==> config.mk <==
export PLATFORM = sky130hd
export DESIGN_NAME = medidor_pwm_flat
export DESIGN_NICKNAME = d
export VERILOG_FILES = /design/src/rtl/medidor_pwm_if.sv /design/src/rtl/medidor_pwm.sv /design/src/flat_wrapper.sv
export SDC_FILE = /design/constraint.sdc
export NUM_CORES = 1
export LEC_CHECK = 0
export CAP_MARGIN = 0
export CELL_PAD_IN_SITES_DETAIL_PLACEMENT = 1
export CELL_PAD_IN_SITES_GLOBAL_PLACEMENT = 1
export CORE_ASPECT_RATIO = 0.6
export CORE_UTILIZATION = 41
export DETAILED_ROUTE_END_ITERATION = 12
export MAX_ROUTING_LAYER = met4
export PLACE_DENSITY_LB_ADDON = 0.1
export SLEW_MARGIN = 20
export SYNTH_ARGS = -nofsm -noshare
export SYNTH_HDL_FRONTEND = slang
export SYNTH_SLANG_ARGS = --single-unit
==> constraint.sdc <==
create_clock -name clk_in -period 2.6 [get_ports clk_in]
set_input_delay 0.52 -clock clk_in [delete_from_list [all_inputs] [get_ports clk_in]]
set_output_delay 0.52 -clock clk_in [all_outputs]
set_load 0.01 [all_outputs]
==> src/rtl/medidor_pwm_if.sv <==
// Bus bundle for medidor_pwm.
//   pwm_in      : asynchronous PWM input to be measured
//   leer        : read strobe, acknowledges dato_listo
//   ancho       : last captured high time (cycles)
//   periodo     : last captured rise-to-rise period (cycles)
//   dato_listo  : new capture pending
//   sobrecarga  : sticky, a capture overwrote an unread one
//   fuera_rango : last ancho outside the legal servo window
//   timeout     : sticky, PWM went quiet; cleared by next capture
// master = the side driving pwm_in/leer, slave = the measurer.
interface medidor_pwm_if;
  logic        pwm_in;
  logic        leer;
  logic [19:0] ancho;
  logic [19:0] periodo;
  logic        dato_listo;
  logic        sobrecarga;
  logic        fuera_rango;
  logic        timeout;

  modport master (output pwm_in, leer,
                  input  ancho, periodo, dato_listo, sobrecarga, fuera_rango, timeout);
  modport slave  (input  pwm_in, leer,
                  output ancho, periodo, dato_listo, sobrecarga, fuera_rango, timeout);
endinterface

==> src/rtl/medidor_pwm.sv <==
// Servo-style PWM measurer: captures high time and rise-to-rise period
// of pwm_in in clk_in cycles.
//   clk_in : system clock, all logic on posedge
//   rst_n  : asynchronous active-low reset
//   bus    : medidor_pwm_if.slave (pwm_in, leer in; results out)
// Optional feature: define MEDIDOR_RANGO_EN to compute fuera_rango
// against [ANCHO_MIN, ANCHO_MAX]; otherwise fuera_rango is tied to 0.
module medidor_pwm #(
  parameter logic [19:0] LIMITE_TO = 20'd1000000,
  parameter logic [19:0] ANCHO_MIN = 20'd25000,
  parameter logic [19:0] ANCHO_MAX = 20'd50000
) (
  input  logic          clk_in,
  input  logic          rst_n,
  medidor_pwm_if.slave  bus
);

  typedef enum logic [1:0] {ESPERA, ALTO, BAJO} estado_t;

  // Elaboration-time sanity check of the legal window.
  if (ANCHO_MIN > ANCHO_MAX) begin : g_rango_invalido
    $error("medidor_pwm: ANCHO_MIN > ANCHO_MAX");
  end

  estado_t     estado_q, estado_d;
  logic [2:0]  sinc_q, sinc_d;      // [1:0] synchronizer, [2] edge history
  logic [19:0] cnt_alto_q, cnt_alto_d;
  logic [19:0] cnt_total_q, cnt_total_d;
  logic [19:0] cnt_inact_q, cnt_inact_d; // cycles since last edge
  logic [19:0] ancho_q, ancho_d;
  logic [19:0] periodo_q, periodo_d;
  logic        dato_listo_q, dato_listo_d;
  logic        sobrecarga_q, sobrecarga_d;
  logic        fuera_rango_q, fuera_rango_d;
  logic        timeout_q, timeout_d;

  logic sube, baja, tout, fuera;

  function automatic logic [19:0] sat_inc(input logic [19:0] x);
    return (x == '1) ? x : x + 20'd1;
  endfunction

  assign sube = sinc_q[1] & ~sinc_q[2];
  assign baja = ~sinc_q[1] & sinc_q[2];
  // Fires on the cycle in which the idle count would reach LIMITE_TO.
  assign tout = (cnt_inact_q >= LIMITE_TO - 20'd1);

`ifdef MEDIDOR_RANGO_EN
  assign fuera = (cnt_alto_q < ANCHO_MIN) || (cnt_alto_q > ANCHO_MAX);
`else
  assign fuera = 1'b0;
`endif

  always_comb begin
    estado_d      = estado_q;
    sinc_d        = {sinc_q[1:0], bus.pwm_in};
    cnt_alto_d    = cnt_alto_q;
    cnt_total_d   = cnt_total_q;
    cnt_inact_d   = (sube || baja) ? 20'd0 : sat_inc(cnt_inact_q);
    ancho_d       = ancho_q;
    periodo_d     = periodo_q;
    dato_listo_d  = dato_listo_q;
    sobrecarga_d  = sobrecarga_q;
    fuera_rango_d = fuera_rango_q;
    timeout_d     = timeout_q;

    if (bus.leer) dato_listo_d = 1'b0;

    unique case (estado_q)
      ESPERA: begin
        // First rise only arms the counters; timeout stays until a capture.
        if (sube) begin
          estado_d    = ALTO;
          cnt_alto_d  = 20'd1;
          cnt_total_d = 20'd1;
        end
      end
      ALTO: begin
        if (baja) begin
          estado_d    = BAJO;
          cnt_total_d = sat_inc(cnt_total_q);
        end else if (tout) begin
          estado_d  = ESPERA;
          timeout_d = 1'b1;
        end else begin
          cnt_alto_d  = sat_inc(cnt_alto_q);
          cnt_total_d = sat_inc(cnt_total_q);
        end
      end
      BAJO: begin
        if (sube) begin
          estado_d      = ALTO;
          ancho_d       = cnt_alto_q;
          periodo_d     = cnt_total_q;
          dato_listo_d  = 1'b1;  // capture beats a simultaneous leer
          sobrecarga_d  = sobrecarga_q | (dato_listo_q & ~bus.leer);
          fuera_rango_d = fuera;
          timeout_d     = 1'b0;
          cnt_alto_d    = 20'd1;
          cnt_total_d   = 20'd1;
        end else if (tout) begin
          estado_d  = ESPERA;
          timeout_d = 1'b1;
        end else begin
          cnt_total_d = sat_inc(cnt_total_q);
        end
      end
      default: estado_d = ESPERA;
    endcase
  end

  always_ff @(posedge clk_in or negedge rst_n) begin
    if (!rst_n) begin
      estado_q      <= ESPERA;
      sinc_q        <= '0;
      cnt_alto_q    <= '0;
      cnt_total_q   <= '0;
      cnt_inact_q   <= '0;
      ancho_q       <= '0;
      periodo_q     <= '0;
      dato_listo_q  <= 1'b0;
      sobrecarga_q  <= 1'b0;
      fuera_rango_q <= 1'b0;
      timeout_q     <= 1'b0;
    end else begin
      estado_q      <= estado_d;
      sinc_q        <= sinc_d;
      cnt_alto_q    <= cnt_alto_d;
      cnt_total_q   <= cnt_total_d;
      cnt_inact_q   <= cnt_inact_d;
      ancho_q       <= ancho_d;
      periodo_q     <= periodo_d;
      dato_listo_q  <= dato_listo_d;
      sobrecarga_q  <= sobrecarga_d;
      fuera_rango_q <= fuera_rango_d;
      timeout_q     <= timeout_d;
    end
  end

  assign bus.ancho       = ancho_q;
  assign bus.periodo     = periodo_q;
  assign bus.dato_listo  = dato_listo_q;
  assign bus.sobrecarga  = sobrecarga_q;
  assign bus.fuera_rango = fuera_rango_q;
  assign bus.timeout     = timeout_q;

endmodule

==> src/flat_wrapper.sv <==
// flat-port wrapper written by rule: the top's interface ports become plain ports
module medidor_pwm_flat 
#(
  parameter logic [19:0] LIMITE_TO = 20'd1000000,
  parameter logic [19:0] ANCHO_MIN = 20'd25000,
  parameter logic [19:0] ANCHO_MAX = 20'd50000
)
  (clk_in, rst_n, bus_pwm_in, bus_leer, bus_ancho, bus_periodo, bus_dato_listo, bus_sobrecarga, bus_fuera_rango, bus_timeout);
  medidor_pwm_if bus_i ();
  input  logic clk_in;
  input  logic rst_n;
  input wire logic [$bits(bus_i.pwm_in)-1:0] bus_pwm_in;
  input wire logic [$bits(bus_i.leer)-1:0] bus_leer;
  output wire logic [$bits(bus_i.ancho)-1:0] bus_ancho;
  output wire logic [$bits(bus_i.periodo)-1:0] bus_periodo;
  output wire logic [$bits(bus_i.dato_listo)-1:0] bus_dato_listo;
  output wire logic [$bits(bus_i.sobrecarga)-1:0] bus_sobrecarga;
  output wire logic [$bits(bus_i.fuera_rango)-1:0] bus_fuera_rango;
  output wire logic [$bits(bus_i.timeout)-1:0] bus_timeout;
  assign bus_i.pwm_in = bus_pwm_in;
  assign bus_i.leer = bus_leer;
  assign bus_ancho = bus_i.ancho;
  assign bus_periodo = bus_i.periodo;
  assign bus_dato_listo = bus_i.dato_listo;
  assign bus_sobrecarga = bus_i.sobrecarga;
  assign bus_fuera_rango = bus_i.fuera_rango;
  assign bus_timeout = bus_i.timeout;
  medidor_pwm #(.LIMITE_TO(LIMITE_TO), .ANCHO_MIN(ANCHO_MIN), .ANCHO_MAX(ANCHO_MAX)) u_core (.clk_in(clk_in), .rst_n(rst_n), .bus(bus_i));
endmodule
==> flow_summary.ini, run 1 <==
[worst_setup_path]
crit_chain = inv_1 -> ha_2 -> a21boi_1 -> nand2_1 -> a211o_1 -> or4_4 -> o31ai_1
worst_setup_path_start_kind = register
cp_top_family = compound AO/OA/AOI/OAI gates
cp.arrival_ns = 2.69
critical_path_buf_inv_count = 1
path_class = reg -> reg
rrSetupSlack_ns = 0.17
slowest_delay_ns = 0.48
cp_max_fo = 8
cp-end-kind = register
critPathSlowestCell = dfrtp_1
required_ns = 2.86

[timing]
finClkSkew_ns = 0.008014
tns_ns = 0
clock.fmax_mhz = 411.5
final-setup-viol-count = 0
finalMaxSlewViolations = 0
post-route-period-util_pct = 93.46
finalHoldViolations = 0
rsz0062_at_grt = no
slew_headroom_pct = 53.19
whs_ns = 0.1222
setup_slack_ns = 0.1700
period_minus_slack_ns = 2.430
tightest_slew_ns = 0.6947

[placed_design]
preCtsSetupSlack_ns = 0.1079
io_buffer_count = 46
gp_congestion = 0.8483
dpl.hpwl_um = 10070

[global_route]
grt_use_met3_pct = 3.788
busiest_layer = met1
grt.total_usage_pct = 23.30
grt_pass1_wl_um = 24080
grt_overflow = 0
grt_max_degree = 54
met2_usage_pct = 32.91
grt_pass1_vias = 4650
antenna_found_initial = 0
grt.met1_usage_pct = 34.09

[synth]
synth_top_cell_area_share_pct = 50.64
yosysMostFrequentCell = dfrtp_1
async_reset_ff_share_pct = 100.0
synth_edf_count = 0
syn_nets = 541
avgSynthCellArea_um2 = 10.11
synth-seq-cells = 108
ys.flop_type = dfrtp_1
netlist_area_um2 = 5336
synthTopCellsByCount = 108 x dfrtp_1, 43 x nand2_1, 43 x nor2_1
yosysWarningCount = 0
synth_cell_types = 58
yosysSeqAreaShare_pct = 50.64
netlist_top_cells_area = dfrtp_1 51%, mux2_2 7.8%, o21ai_0 3.7%
synth_area_leader_cell = dfrtp_1
synth_cells = 528

[power]
p_clk_share_pct = 30.0
combPwrFrac_pct = 31.4
power.internal_w = 0.003098
ir_drop_mv = 0.3527
power.net_switching_w = 0.001705
seqPwrFrac_pct = 38.6
p_leak_nw = 2.727
p_per_area_nw_per_um2 = 747.7
switching_share_pct = 35.50

[layout]
fillers = 1372
antennaDiodeCount = 0
seq_area_um2 = 2703
multi_input_area_um2 = 2484
nets = 599
drive_gt1_share_pct = 15.23
fin_util_pct = 51.92
areaGrowthSynthToFinish_pct = 20.38

[status]
status = completed

[clock_tree]
ctsHoldBuffers = 0
cts_buffer_depth = 2
clk_pin_slew_ns = 0.08
htree_levels = 3
postCtsSetupRepairBufs = 0
clock_latency_ns = 0.35
cts_sinks = 108
cts-root-buf = clkbuf_16
numCtsBuffers = 9
cts_tree = built

[floorplan]
core-area_um2 = 12370
num_rows = 31
die_height_um = 90.37
ioPinCount = 48
dieArea_um2 = 13490
die_width_um = 149.3
initial_core_util_pct = 43.13

[drt]
drt_iter0_markers = 212
vias = 4392
viasPerCell = 5.810
drt-total-wl_um = 13980
antenna_left = 0
drc = 0
wire_per_inst_um = 18.49
drtPass1Iterations = 4

[worst_hold_path]
hp-class = in -> async

[job]
drv_cap = 0
final timing paths:
| kind | start | endpoint | cells after the start |
|---|---|---|---|
| max in group asynchronous | rst_n | u_core.bus.periodo[6] | 2 |
| min in group clk_in | u_core.sinc_q[0] | u_core.sinc_q[1] | 0 |
| max reg2reg | u_core.estado_q[0] | u_core.cnt_total_q[13] | 7 |
| max | u_core.estado_q[0] | u_core.cnt_total_q[13] | 7 |
| min | rst_n | u_core.bus.periodo[8] | 1 |
| min reg2reg | u_core.sinc_q[0] | u_core.sinc_q[1] | 0 |
per-layer routing:
metal  part of all wire, %  vias up  wire [µm]
met1                    52     2236       7313
met2                    43       88       6010
met5                     0        -          0
met4                  0.98        0        137
met3                   3.7       13        513
li1                      -     2055          -
cell type report:
type,instances,share of cell area [%]
Timing Repair Buffer,71,10.44
Clock buffer,9,3.506
Tap cell,165,3.214
Inverter,14,0.8181
Multi-Input combinational cell,382,38.66
Sequential cell,108,42.07
Clock inverter,7,1.286
power groups by stage:
stage          combinational, W  clock (W)  sequential, W
2_1_floorplan          0.000890          0        0.00190
5_1_grt                 0.00167    0.00153        0.00187
3_5_place_dp            0.00147          0        0.00189
6_report                0.00151    0.00144        0.00186
3_3_place_gp            0.00141          0        0.00188
4_1_cts                 0.00149    0.00147        0.00186
cell usage in the layout, fill, tap and decap left out, types with 6 or more instances in the layout:
master and n:
dfrtp_1 108, clkdlybuf4s50_1 45, nand2_1 42, nor2_1 42
o21ai_0 39, mux2_2 37, nand3_1 27, buf_4 24
a21oi_1 23, o31ai_1 21, nand4_1 14, inv_1 13
nor3_1 12, and3_1 11, xnor2_1 10, a31oi_1 10
o211ai_1 9, clkbuf_16 9, or3_1 8, ha_1 7
and2_1 6
timing repair:
action	in CTS	in global routing
gates resized for setup	0	5
endpoints found under the hold margin	0	0
endpoints found under the setup margin	0	3
per-stage QoR:
step                power, W  area [µm²]  std cells
floorplan           0.002787        5336        528
global placement    0.003287        6107        740
detailed placement  0.003358        6107        740
CTS                 0.004813        6415        756
global route        0.005075        6424        756
finish              0.004803        6424        756
sequential cells by signal, indices dropped and copies added (netlist names), 2 cells and up:
signal and cells:
u_core.bus.periodo 20, u_core.bus.ancho 20, u_core.cnt_total_q 20, u_core.estado_q 2, u_core.cnt_inact_q 20, u_core.sinc_q 3, u_core.cnt_alto_q 20
logic make-up after synthesis:
| kind of cell | count (synthesis) | share of synthesized area (%) |
|---|---|---|
| buf+inv | 38 | 3.025 |
| fa+ha+maj | 9 | 2.110 |
| flops | 108 | 50.64 |
| compound gates | 128 | 15.36 |
| xor+xnor | 15 | 2.462 |
| simple gates | 190 | 18.15 |
| other cells | 1 | 0.07027 |
| mux | 39 | 8.183 |
Note: power is estimated with default switching activity, not from simulation.
==> run 2: changes to the inputs <==
--- a/config.mk
+++ b/config.mk
@@ -9,11 +9,11 @@
 export CELL_PAD_IN_SITES_DETAIL_PLACEMENT = 1
 export CELL_PAD_IN_SITES_GLOBAL_PLACEMENT = 1
 export CORE_ASPECT_RATIO = 0.6
-export CORE_UTILIZATION = 41
+export CORE_UTILIZATION = 45
 export DETAILED_ROUTE_END_ITERATION = 12
-export MAX_ROUTING_LAYER = met4
 export PLACE_DENSITY_LB_ADDON = 0.1
 export SLEW_MARGIN = 20
 export SYNTH_ARGS = -nofsm -noshare
 export SYNTH_HDL_FRONTEND = slang
 export SYNTH_SLANG_ARGS = --single-unit
+export TNS_END_PERCENT = 50
==> constraint.sdc (replaced) <==
create_clock -name clk_in -period 2.3 [get_ports clk_in]
set_input_delay 0.46 -clock clk_in [delete_from_list [all_inputs] [get_ports clk_in]]
set_output_delay 0.46 -clock clk_in [all_outputs]
set_load 0.01 [all_outputs]
==> flow_summary.ini, run 2 (same netlist as run 1, synthesis figures left out) <==
[drt]
wire_per_inst_um = 19.05
drc = 0
drt-total-wl_um = 15260
vias = 4667
viasPerCell = 5.826
drt_iter0_markers = 278
drtPass1Iterations = 4
antenna_left = 0

[power]
p_leak_nw = 3.020
seqPwrFrac_pct = 36.2
ir_drop_mv = 0.5058
switching_share_pct = 35.26
combPwrFrac_pct = 35.4
p_per_area_nw_per_um2 = 832.4
p_clk_share_pct = 28.4
power.net_switching_w = 0.002031
power.internal_w = 0.003728

[layout]
seq_area_um2 = 2705
areaGrowthSynthToFinish_pct = 29.64
layoutNonFillerInstCount = 801
layout_commonest_cell = dfrtp_1
antennaDiodeCount = 0
drive_gt1_share_pct = 24.18
nets = 649
fin_util_pct = 60.62
fillers = 1267
multi_input_area_um2 = 2576
final_cell_mix = 106 x dfrtp_1, 71 x buf_4, 45 x clkdlybuf4s50_1, 43 x nor2_1, 42 x nand2_1

[floorplan]
ioPinCount = 48
num_rows = 30
dieArea_um2 = 12310
core-area_um2 = 11410
die_height_um = 86.35
die_width_um = 142.6
initial_core_util_pct = 46.77

[timing]
whs_ns = 0.09434
tns_ns = -0.02977
setup_slack_ns = -0.01755
finClkSkew_ns = 0.005261
slew_headroom_pct = 61.45
rsz0062_at_grt = yes
finalMaxSlewViolations = 0
post-route-period-util_pct = 100.8
tightest_slew_ns = 0.5747
finalHoldViolations = 0
clock.fmax_mhz = 431.5
period_minus_slack_ns = 2.318
final-setup-viol-count = 4

[worst_hold_path]
hp-class = in -> async

[clock_tree]
clk_pin_slew_ns = 0.07
clock_latency_ns = 0.35
htree_levels = 3
numCtsBuffers = 9
cts_tree = built
cts_sinks = 108
ctsHoldBuffers = 0
cts-root-buf = clkbuf_16
cts_buffer_depth = 2

[status]
status = finished, violations left
failed_checks = setup timing

[placed_design]
dpl.hpwl_um = 10780
gp_congestion = 0.8420
preCtsSetupSlack_ns = -0.1170
io_buffer_count = 46
dp.cells = 779

[global_route]
grt_pass1_vias = 4827
antenna_found_initial = 0
grt_overflow = 0
grt.total_usage_pct = 26.45
grt_max_degree = 61
grt_pass1_wl_um = 25280

[worst_setup_path]
cp-end-kind = register
reg2reg_depth = 7
cp_max_fo = 6
cp.arrival_ns = 2.61
required_ns = 2.59
path_class = reg -> reg
worst_setup_path_start_kind = register

[job]
drv_cap = 0
[run 2: changes by cell type in the layout (fill, tap and decap cells not counted), moves of 2 or more]
cell / previous run / this run
inv_8: 2 / 0
a21oi_1: 23 / 18
buf_4: 24 / 71
buf_12: 2 / 4
o21ai_0: 39 / 37
dfrtp_2: 0 / 2
a21oi_2: 0 / 5
inv_6: 1 / 3
dfrtp_1: 108 / 106
o31ai_1: 21 / 19
o21ai_1: 0 / 2
[run 2: area by class of cell]
type	count	area share [%]
multi-input cells	382	37.24
flip-flops and latches	108	39.10
clock buffers	10	3.455
repair buffers	121	15.54
inverters	14	0.7596
well taps	160	2.894
clock inverters	6	1.013
[run 2: what timing repair did]
| action | in CTS | in global routing |
|---|---|---|
| resized for setup | 7 | 17 |
| pin swaps | 4 | 4 |
| setup endpoints to repair | 9 | 29 |
| buffers inserted | 2 | 5 |
[run 2: power groups by stage]
stage               logic, W  registers (W)  clock network (W)
floorplan            0.00103        0.00214                  0
global placement     0.00179        0.00211                  0
detailed placement   0.00187        0.00212                  0
CTS                  0.00192        0.00208            0.00168
global route         0.00219        0.00210            0.00174
finish               0.00204        0.00209            0.00164
[run 2: through the flow]
step	power, W	area [µm²]
final	0.005759	6918
after global routing	0.006023	6918
after CTS	0.005684	6815
after detailed placement	0.003992	6467
after global placement	0.003893	6467
after floorplan	0.003179	5349
[run 2: final timing paths]
check                                  startpoint                     end  slack (ns)
setup / recovery           u_core.cnt_inact_q[12]  u_core.cnt_total_q[10]       -0.02
hold / removal                              rst_n   u_core.bus.periodo[7]        0.09
setup reg to reg           u_core.cnt_inact_q[12]  u_core.cnt_total_q[10]       -0.02
hold reg to reg                  u_core.sinc_q[0]        u_core.sinc_q[1]        0.35
max in group asynchronous                   rst_n      u_core.estado_q[1]        1.89
min in group clk_in              u_core.sinc_q[0]        u_core.sinc_q[1]        0.35
[run 2: layer usage]
metal | share of wire, % | track usage (%)
met5 | 0 | 0
met4 | 1.0 | 6.549
met3 | 3.8 | 5.304
met2 | 45 | 41.22
met1 | 50 | 37.88
[run 2: worst max-delay path: stages, from the launching register on]
cell,delay [ns]
dfrtp_1,0.42
nor4_4,0.30
o211ai_1,0.18
a41o_1,0.28
a211o_4,0.39
buf_4,0.17
or3_1,0.38
a21oi_2,0.12
